[config.mk]
export PLATFORM = sky130hd
export DESIGN_NAME = mano_seq_ctrl
export DESIGN_NICKNAME = d
export VERILOG_FILES = /design/src/rtl/mano_seq_ctrl.sv
export SDC_FILE = /design/constraint.sdc
export NUM_CORES = 1
export LEC_CHECK = 0
export BUFFER_PORTS_ARGS = -buffer_cell sky130_fd_sc_hd__buf_2
export CORE_MARGIN = 2
export CORE_UTILIZATION = 35
export DETAILED_ROUTE_END_ITERATION = 6
export GPL_ROUTABILITY_DRIVEN = 0
export PLACE_DENSITY = 0.67
export SLEW_MARGIN = 25
export SYNTH_ARGS = -nofsm -noshare
export SYNTH_HDL_FRONTEND = slang
export SYNTH_SLANG_ARGS = --single-unit
[constraint.sdc]
create_clock -name CLK -period 2.1 [get_ports CLK]
set_clock_uncertainty 0.1 [all_clocks]
set_input_delay 0.42 -clock CLK [delete_from_list [all_inputs] [get_ports CLK]]
set_output_delay 0.42 -clock CLK [all_outputs]
set_load 0.01 [all_outputs]
[src/rtl/mano_seq_ctrl.sv]
// Timing sequencer and control-strobe decoder for the Mano basic computer.
// Define MANO_INTERRUPT_EN to build in R/IEN, ION/IOF, SKI/SKO and the interrupt cycle.
module mano_seq_ctrl #(
    parameter int DW = 16,
    parameter int AW = 12
) (
    input  logic          CLK,
    input  logic          RST_N,
    input  logic          START,
    input  logic [DW-1:0] IR,
    input  logic [4:0]    FLAGS,
    input  logic [1:0]    FGI_FGO,
    output logic [6:0]    LD,
    output logic [3:0]    INC,
    output logic [2:0]    CLR,
    output logic [2:0]    BUS_SEL,
    output logic [3:0]    ALU_OP,
    output logic          READ,
    output logic          WRITE,
    output logic          HALT,
    output logic [3:0]    SC
);

`ifdef MANO_INTERRUPT_EN
    localparam bit INT_EN = 1'b1;
`else
    localparam bit INT_EN = 1'b0;
`endif

    typedef enum logic [2:0] {
        OP_AND = 3'd0, OP_ADD = 3'd1, OP_LDA = 3'd2, OP_STA = 3'd3,
        OP_BUN = 3'd4, OP_BSA = 3'd5, OP_ISZ = 3'd6, OP_REG = 3'd7
    } op_e;

    logic [3:0]    sc_q, sc_d;
    logic          s_q, s_d;
    logic          i_q, i_d;
    logic          r_q, r_d;
    logic          ien_q, ien_d;
    logic          irq_q, irq_d;
    logic          last;
    op_e           op;
    logic [AW-1:0] adr;
    logic          unused_ok;

    assign op        = op_e'(IR[DW-2:DW-4]);
    assign adr       = IR[AW-1:0];
    assign unused_ok = ^{FLAGS[0], adr};
    assign HALT      = ~s_q;
    assign SC        = sc_q;

    always_ff @(posedge CLK or negedge RST_N) begin
        if (!RST_N) begin
            sc_q  <= 4'd0;
            s_q   <= 1'b0;
            i_q   <= 1'b0;
            r_q   <= 1'b0;
            ien_q <= 1'b0;
            irq_q <= 1'b0;
        end else begin
            sc_q  <= sc_d;
            s_q   <= s_d;
            i_q   <= i_d;
            r_q   <= r_d;
            ien_q <= ien_d;
            irq_q <= irq_d;
        end
    end

    always_comb begin
        LD      = '0;
        INC     = '0;
        CLR     = '0;
        BUS_SEL = '0;
        ALU_OP  = '0;
        READ    = 1'b0;
        WRITE   = 1'b0;
        s_d     = s_q;
        i_d     = i_q;
        r_d     = r_q;
        ien_d   = ien_q;
        irq_d   = irq_q;
        last    = 1'b0;
        if (!s_q) begin
            s_d = START;
        end else if (irq_q || (r_q && sc_q == 4'd0)) begin
            // irq_q keeps T1/T2 in the interrupt cycle once R is seen at T0
            case (sc_q)
                4'd0: begin
                    CLR[0] = 1'b1; BUS_SEL = 3'd2; LD[5] = 1'b1; irq_d = 1'b1;
                end
                4'd1: begin
                    BUS_SEL = 3'd6; WRITE = 1'b1; CLR[1] = 1'b1;
                end
                default: begin
                    INC[1] = 1'b1; ien_d = 1'b0; r_d = 1'b0;
                    irq_d = 1'b0; last = 1'b1;
                end
            endcase
        end else begin
            case (sc_q)
                4'd0: begin
                    BUS_SEL = 3'd2; LD[0] = 1'b1;
                end
                4'd1: begin
                    READ = 1'b1; BUS_SEL = 3'd7; LD[4] = 1'b1; INC[1] = 1'b1;
                end
                4'd2: begin
                    BUS_SEL = 3'd5; LD[0] = 1'b1; i_d = IR[DW-1];
                end
                4'd3: begin
                    if (op != OP_REG) begin
                        if (i_q) begin
                            READ = 1'b1; BUS_SEL = 3'd7; LD[0] = 1'b1;
                        end
                    end else if (!i_q) begin
                        last = 1'b1;
                        if (adr[11]) CLR[2] = 1'b1;
                        if (adr[10]) ALU_OP = 4'd8;
                        if (adr[9]) begin ALU_OP = 4'd5; LD[3] = 1'b1; end
                        if (adr[8]) ALU_OP = 4'd9;
                        if (adr[7]) begin ALU_OP = 4'd6; LD[3] = 1'b1; end
                        if (adr[6]) begin ALU_OP = 4'd7; LD[3] = 1'b1; end
                        if (adr[5]) INC[3] = 1'b1;
                        if (adr[4] && !FLAGS[3]) INC[1] = 1'b1;
                        if (adr[3] && FLAGS[3]) INC[1] = 1'b1;
                        if (adr[2] && FLAGS[2]) INC[1] = 1'b1;
                        if (adr[1] && !FLAGS[4]) INC[1] = 1'b1;
                        if (adr[0]) s_d = 1'b0;
                    end else begin
                        last = 1'b1;
                        if (adr[11]) begin ALU_OP = 4'd4; LD[3] = 1'b1; end
                        if (adr[10]) begin BUS_SEL = 3'd4; LD[6] = 1'b1; end
                        if (INT_EN && adr[9] && FGI_FGO[1]) INC[1] = 1'b1;
                        if (INT_EN && adr[8] && FGI_FGO[0]) INC[1] = 1'b1;
                        if (INT_EN && adr[7]) ien_d = 1'b1;
                        if (INT_EN && adr[6]) ien_d = 1'b0;
                    end
                end
                4'd4: begin
                    case (op)
                        OP_AND, OP_ADD, OP_LDA, OP_ISZ: begin
                            READ = 1'b1; BUS_SEL = 3'd7; LD[2] = 1'b1;
                        end
                        OP_STA: begin
                            BUS_SEL = 3'd4; WRITE = 1'b1; last = 1'b1;
                        end
                        OP_BUN: begin
                            BUS_SEL = 3'd1; LD[1] = 1'b1; last = 1'b1;
                        end
                        OP_BSA: begin
                            BUS_SEL = 3'd2; WRITE = 1'b1; INC[0] = 1'b1;
                        end
                        default: last = 1'b1;
                    endcase
                end
                4'd5: begin
                    case (op)
                        OP_AND: begin ALU_OP = 4'd1; LD[3] = 1'b1; last = 1'b1; end
                        OP_ADD: begin ALU_OP = 4'd2; LD[3] = 1'b1; last = 1'b1; end
                        OP_LDA: begin ALU_OP = 4'd3; LD[3] = 1'b1; last = 1'b1; end
                        OP_BSA: begin BUS_SEL = 3'd1; LD[1] = 1'b1; last = 1'b1; end
                        OP_ISZ: INC[2] = 1'b1;
                        default: last = 1'b1;
                    endcase
                end
                4'd6: begin
                    last = 1'b1;
                    if (op == OP_ISZ) begin
                        BUS_SEL = 3'd3; WRITE = 1'b1; INC[1] = FLAGS[1];
                    end
                end
                default: last = 1'b1;
            endcase
        end
        // interrupt request only sampled during fetch of a running machine
        if (INT_EN && s_q && !r_q && ien_q && (|FGI_FGO) && sc_q <= 4'd2)
            r_d = 1'b1;
        if (!s_q || last)
            sc_d = 4'd0;
        else if (sc_q != 4'd15)
            sc_d = sc_q + 4'd1;
        else
            sc_d = sc_q;
    end

endmodule

==> flow_summary.ini, run 1 <==
[finish]
synthToLayoutAreaGrowth_pct = 69.3
antenna_fix_cells = 0
num-fill-cells = 236
layout.nets = 257
number_of_standard_cells_in_the_final_layout_excluding_fillers = 253
post_route_cells_drive_above_1_share_pct = 59.9
final_util_pct = 63.7

[detailed_routing]
drt-pass1-iter-count = 6
detailed_route_via_count = 1391
1st_iter_drt_viols = 88
detail-route-antenna-nets = 0
drt-vias-per-instance = 5.50
remaining_drc_errors = 9
detail_route.wirelength_um = 3870
routedWlPerCell_um = 15.3

[yosys]
warnings_synthesis = 0
synth-seq-cells = 7
synth-main-ff-cell = sky130_fd_sc_hd__dfrtp_1
synth_top_cells_by_count = sky130_fd_sc_hd__nor2_1, sky130_fd_sc_hd__o21ai_0, sky130_fd_sc_hd__ha_1, sky130_fd_sc_hd__inv_1
synth-seq-area-share_pct = 16.6
post_synth_instance_area_um2 = 1060
post-synth-top-count-cell = sky130_fd_sc_hd__nor2_1
netlist_top_cells_area = sky130_fd_sc_hd__dfrtp_1, sky130_fd_sc_hd__ha_1, sky130_fd_sc_hd__nor2_1
yosysTopAreaCell = sky130_fd_sc_hd__dfrtp_1
synth_edf_count = 0
netlist.area_leader.share_pct = 16.6
syn_avg_cell_area_um2 = 7.94
async_flop_share_pct = 100
synth.net_count = 167
syn_inst = 133
netlist-cell-type-count = 47

[hold_path]
hold_path.class = in -> reg

[die]
fp.dieW_um = 58.9
initial_utilization_pct = 37.6
core_um2 = 2810
design.portCount = 54
floorplan.die.height_um = 58.9
rows = 19
die_area_um2 = 3470

[setup_path]
worst-path-max-fanout = 4
endpoint_kind = primary output
worst_setup_path_start_kind = flip-flop
worst-endpoint-required_ns = 1.58
timing.critical_path.arrival_ns = 1.99
critPathKind = reg -> out

[status]
outcome = complete, but fails checks
failed_checks = DRC, setup timing

[power_and_ir_drop]
powerDensity_nw_per_um2 = 977
vdd_ir_drop_max_uv = 675
power_leakage_uw = 0.000886

[grt]
grt_usage_pct = 21.2
grt_start_max_net_pins = 11
grt_first_pass_wirelength_um = 5660
first_global_vias = 1332
grt_overflow = 0
antenna_violations_before_repair = 0

[clocking]
cts.reportedPaths.clkPinSlew_ns = 0.06
cts_inserted_buffers = 3
clk_path_buf_depth = 2
cts_root_buf = sky130_fd_sc_hd__clkbuf_4
cts.sinks = 7
worst_skew_pair.late_latency_ns = 0.26
cts_max_level = 1
tritoncts = done

[timing]
rsz_0062_raised_after_global_routing = true
tightestPinTransition_ns = 0.398
finalSetupViolations = 19
min_period_ns = 2.51
postLayoutSetupSlackWorst_ns = -0.411
max_slew_margin_vs_limit_pct = 73.5
timing.final.max_slew_violations = 0
max_clock_freq_ghz = 0.398
final_hold_viols = 0
period_utilization_post_route_pct = 120

[placed_design]
hpwlAfterDp_um = 2830
post-place-cells = 241
preCtsSetupSlack_ns = -0.125
io_buffers = 50

[run]
cap_viol_max_count = 0
-- stage by stage --
stage | instance area (um^2) | TNS, ns | power, uW | hold slack [ns]
floorplan | 1060 | -0.000982 | 889 | 0.0244
global placement | 1540 | -0.296 | 1370 | 0.156
detailed placement | 1540 | -0.532 | 1390 | 0.167
CTS | 1720 | -3.67 | 1670 | 0.255
global route | 1790 | -6.84 | 1880 | 0.263
finish | 1790 | -5.00 | 1750 | 0.255
-- layout make-up --
| cell class | instances | area [um^2] | share of cell area, % |
|---|---|---|---|
| Clock inverter | 1 | 5.00 | 0.280 |
| Clock buffer | 3 | 22.5 | 1.26 |
| Tap cell | 31 | 38.8 | 2.17 |
| Multi-Input combinational cell | 112 | 913 | 51.1 |
| Inverter | 8 | 32.5 | 1.82 |
| Sequential cell | 7 | 178 | 9.94 |
| Timing Repair Buffer | 91 | 598 | 33.5 |
-- power breakdown --
part	leakage (uW)	total [uW]	switching, uW	internal [uW]
Combinational	0.000784	1360	677	681
Clock	0.0000177	132	61.9	70.3
Sequential	0.0000842	256	78.4	178
Total	0.000886	1750	817	930
-- cell families (layout without fill, tap and decap cells) --
kind of cell             after synthesis  count (layout)  share of synthesized area (%)
AO/OA/AOI/OAI                         38              38                           26.9
adder cells (fa/ha/maj)                8               8                           9.48
XOR/XNOR                               1               1                          0.830
buffers and inverters                 14             103                           8.41
multiplexers                           5               5                           4.86
flip-flops                             7               7                           16.6
AND/OR/NAND/NOR                       60              60                           32.9
-- worst max-delay path: stages (launching register included) --
cell and delay, ns:
sky130_fd_sc_hd__dfrtp_2 0.44, sky130_fd_sc_hd__inv_2 0.08, sky130_fd_sc_hd__ha_4 0.17, sky130_fd_sc_hd__and3b_2 0.23
sky130_fd_sc_hd__a222oi_1 0.38, sky130_fd_sc_hd__and3b_1 0.23, sky130_fd_sc_hd__a21oi_1 0.05, sky130_fd_sc_hd__buf_2 0.15
-- worst paths after layout --
check                      startpoint  slack [ns]  cells after the start         end
max                             SC[1]       -0.41                      7  BUS_SEL[2]
max in group asynchronous       RST_N        1.30                      2       SC[1]
max reg2reg                     SC[1]        0.16                      9       SC[2]
min                             IR[0]        0.26                      2         s_q
min in group asynchronous       RST_N        0.42                      2       irq_q
min reg2reg                       s_q        0.54                      2       irq_q
-- layer usage --
| metal | GRT usage [%] | wire length [um] | up-vias | share of wire, % |
|---|---|---|---|---|
| met2 | 39.5 | 2010 | 83 | 52 |
| met1 | 23.0 | 1390 | 627 | 36 |
| met5 | 0 | 0 | - | 0 |
| li1 | - | - | 671 | - |
| met4 | 6.82 | 80 | 0 | 2.1 |
| met3 | 5.71 | 385 | 10 | 10 |
-- cell usage in the layout (no fill, tap or decap), types with 3 or more instances in the layout --
| cell type | count |
|---|---|
| sky130_fd_sc_hd__nor3_1 | 7 |
| sky130_fd_sc_hd__o21ai_0 | 6 |
| sky130_fd_sc_hd__and3_4 | 3 |
| sky130_fd_sc_hd__a21oi_1 | 5 |
| sky130_fd_sc_hd__nor2_2 | 3 |
| sky130_fd_sc_hd__a31oi_1 | 4 |
| sky130_fd_sc_hd__buf_6 | 8 |
| sky130_fd_sc_hd__buf_4 | 35 |
| sky130_fd_sc_hd__dfrtp_1 | 5 |
| sky130_fd_sc_hd__nand2_1 | 6 |
| sky130_fd_sc_hd__clkbuf_4 | 3 |
| sky130_fd_sc_hd__nor2_1 | 13 |
| sky130_fd_sc_hd__o21ai_1 | 4 |
| sky130_fd_sc_hd__mux2i_1 | 4 |
| sky130_fd_sc_hd__ha_1 | 4 |
| sky130_fd_sc_hd__nand3_1 | 5 |
| sky130_fd_sc_hd__inv_1 | 6 |
| sky130_fd_sc_hd__ha_4 | 3 |
| sky130_fd_sc_hd__buf_2 | 47 |
-- flip-flops by register name (all words and copies together) (netlist names) --
register / cells
SC: 4
i_q: 1
irq_q: 1
s_q: 1
-- repair_timing --
action	4_1_cts	5_1_grt
buffers inserted	3	4
endpoints found under the hold margin	7	0
gates resized for setup	32	9
gates cloned	0	0
setup endpoints to repair	18	21
hold buffers	1	0
pin swaps	14	7
Power figures use the tool's default switching activity.
==> run 2, diff against run 1 <==
Settings changed: CORE_UTILIZATION 35 to 40, PLACE_DENSITY 0.67 to 0.75, REMOVE_ABC_BUFFERS set to 1.
Clock period 2.1 ns to 2.2 ns, I/O delays scaled along.
==> run 2 against run 1 <==
  * The run ends with setup timing left
  * Non-clock buffer count fell by 9
  * Sequential power fell by 2%
  * Largest cell class unchanged
  * Utilization rose by 5.1 points
  * Critical path depth fell by 2
==> flow_summary.ini, run 2 (synthesis results as in run 1) <==
[clocking]
tritoncts = done
cts_root_buf = sky130_fd_sc_hd__clkbuf_4
cts.sinks = 7
cts_max_level = 1
clk_path_buf_depth = 2
worst_skew_pair.late_latency_ns = 0.26
cts_inserted_buffers = 3
cts.reportedPaths.clkPinSlew_ns = 0.05

[finish]
synthToLayoutAreaGrowth_pct = 63.0
antenna_fix_cells = 0
layout_common_cells = sky130_fd_sc_hd__buf_2, sky130_fd_sc_hd__buf_4, sky130_fd_sc_hd__nor2_1
post_route_cells_drive_above_1_share_pct = 59.6
number_of_flip_flops_in_the_largest_register = 4
layout.nets = 248
layout_commonest_cell = sky130_fd_sc_hd__buf_2

[detailed_routing]
remaining_drc_errors = 0
detail_route.wirelength_um = 3900
drt-pass1-iter-count = 4
met2_length_um = 2100
drt-vias-per-instance = 5.79
highest-signal-layer = met4
route.layer.met1.wl_um = 1450
detail-route-antenna-nets = 0
detailed_route_via_count = 1407
met3_length_um = 323
1st_iter_drt_viols = 63
routedWlPerCell_um = 16.0

[die]
fp.dieW_um = 55.4
floorplan.die.height_um = 55.4
rows = 18
core_um2 = 2500
initial_utilization_pct = 42.2
design.portCount = 54
die_area_um2 = 3070

[timing]
min_period_ns = 2.49
max_slew_margin_vs_limit_pct = 68.4
finalSetupViolations = 18
timing.hold.ws_ns = 0.268
timing.final.max_slew_violations = 0
period_utilization_post_route_pct = 113
max_clock_freq_ghz = 0.402
tightestPinTransition_ns = 0.472
rsz_0062_raised_after_global_routing = true
final_hold_viols = 0
postLayoutSetupSlackWorst_ns = -0.290

[setup_path]
worst-path-max-fanout = 10
endpoint_kind = primary output
critical_path_cell_count = 5
crit_family = flip-flops
worst-endpoint-required_ns = 1.66
cp_num_buf_inv = 1
critPathMaxStageDelay_ns = 0.60
timing.critical_path.arrival_ns = 1.95
rr_worst_depth = 7
critPathKind = reg -> out
timing.critical_path.slowest_stage_cell = sky130_fd_sc_hd__dfrtp_1
cp_cell_sequence = and3b_2 > a222oi_1 > and3b_1 > a21oi_1 > buf_2
worst_setup_path_start_kind = flip-flop

[power_and_ir_drop]
int_power_uw = 932
share_of_power_burned_in_the_clock_network_pct = 7.0
power_leakage_uw = 0.000845
powerDensity_nw_per_um2 = 1000
vdd_ir_drop_max_uv = 725
power_switching_share_pct = 45.9
switching_power_uw = 791
power.sequential.fraction_pct = 14.5
post-layout-total-power_uw = 1720
share_comb_of_total_power_pct = 78.5

[grt]
first_global_vias = 1321
grt_usage_pct = 24.0
antenna_violations_before_repair = 0
grt_first_pass_wirelength_um = 5950
grt_overflow = 0
grt_start_max_net_pins = 13

[hold_path]
hold_path_depth = 2
hold_path.class = in -> reg

[placed_design]
hpwlAfterDp_um = 2750
preCtsSetupSlack_ns = -0.0734
io_buffers = 50

[status]
failed_checks = setup timing
outcome = complete, but fails checks

[run]
cap_viol_max_count = 0
==> run 2: changes by cell type in the layout (fill, tap and decap cells not counted), moves of 2 or more <==
cell                      delta
sky130_fd_sc_hd__and3_4      -2
sky130_fd_sc_hd__o21ai_0     +2
sky130_fd_sc_hd__and3_2      +2
sky130_fd_sc_hd__buf_4       -9
sky130_fd_sc_hd__o21ai_1     -3
sky130_fd_sc_hd__o21ai_2     +2
==> run 2: cell type report <==
type,instances,area (um^2)
repair buffers,82,531
flip-flops and latches,7,179
inverters,8,35.0
well taps,30,37.5
multi-input cells,112,913
clock buffers,4,26.3
fillers,209,778
==> run 2: layer usage <==
layer / up-vias / track usage [%]
met4: 0 / 4.88
met5: - / 0
met2: 75 / 45.9
met3: 5 / 6.32
li1: 656 / -
met1: 671 / 26.1
==> run 2: metrics by stage <==
stage          setup TNS [ns]  area [um^2]  cells  util [%]
6_report                -2.96         1720    243      68.9
5_1_grt                 -4.20         1720    243      68.9
3_3_place_gp          -0.0722         1470    232      58.9
3_5_place_dp           -0.187         1470    232      58.9
4_1_cts                 -2.50         1610    240      64.4
2_1_floorplan         -0.0236          997    127         -
==> run 2: timing repair <==
item | 4_1_cts | 5_1_grt
pin swaps | 9 | 7
setup endpoints to repair | 15 | 19
setup buffers | 3 | 3
resized for setup | 23 | 22
hold buffers | 1 | 0
endpoints found under the hold margin | 7 | 0
==> run 2: worst paths after layout <==
path	slack, ns	end	startpoint
worst max-delay path	-0.29	BUS_SEL[2]	SC[3]
worst min-delay path	0.27	s_q	IR[0]
worst max register to register	0.21	SC[2]	SC[0]
worst min register to register	0.55	irq_q	s_q
max in group asynchronous	1.40	SC[2]	RST_N
min in group asynchronous	0.44	SC[3]	RST_N
==> run 2: power groups by stage <==
stage                     clock (uW)  combinational, uW  sequential (uW)
after global placement             0               1030              221
final                            121               1350              250
after global routing             138               1460              256
after detailed placement           0               1060              226
after floorplan                    0                574              241
after CTS                        121               1150              245
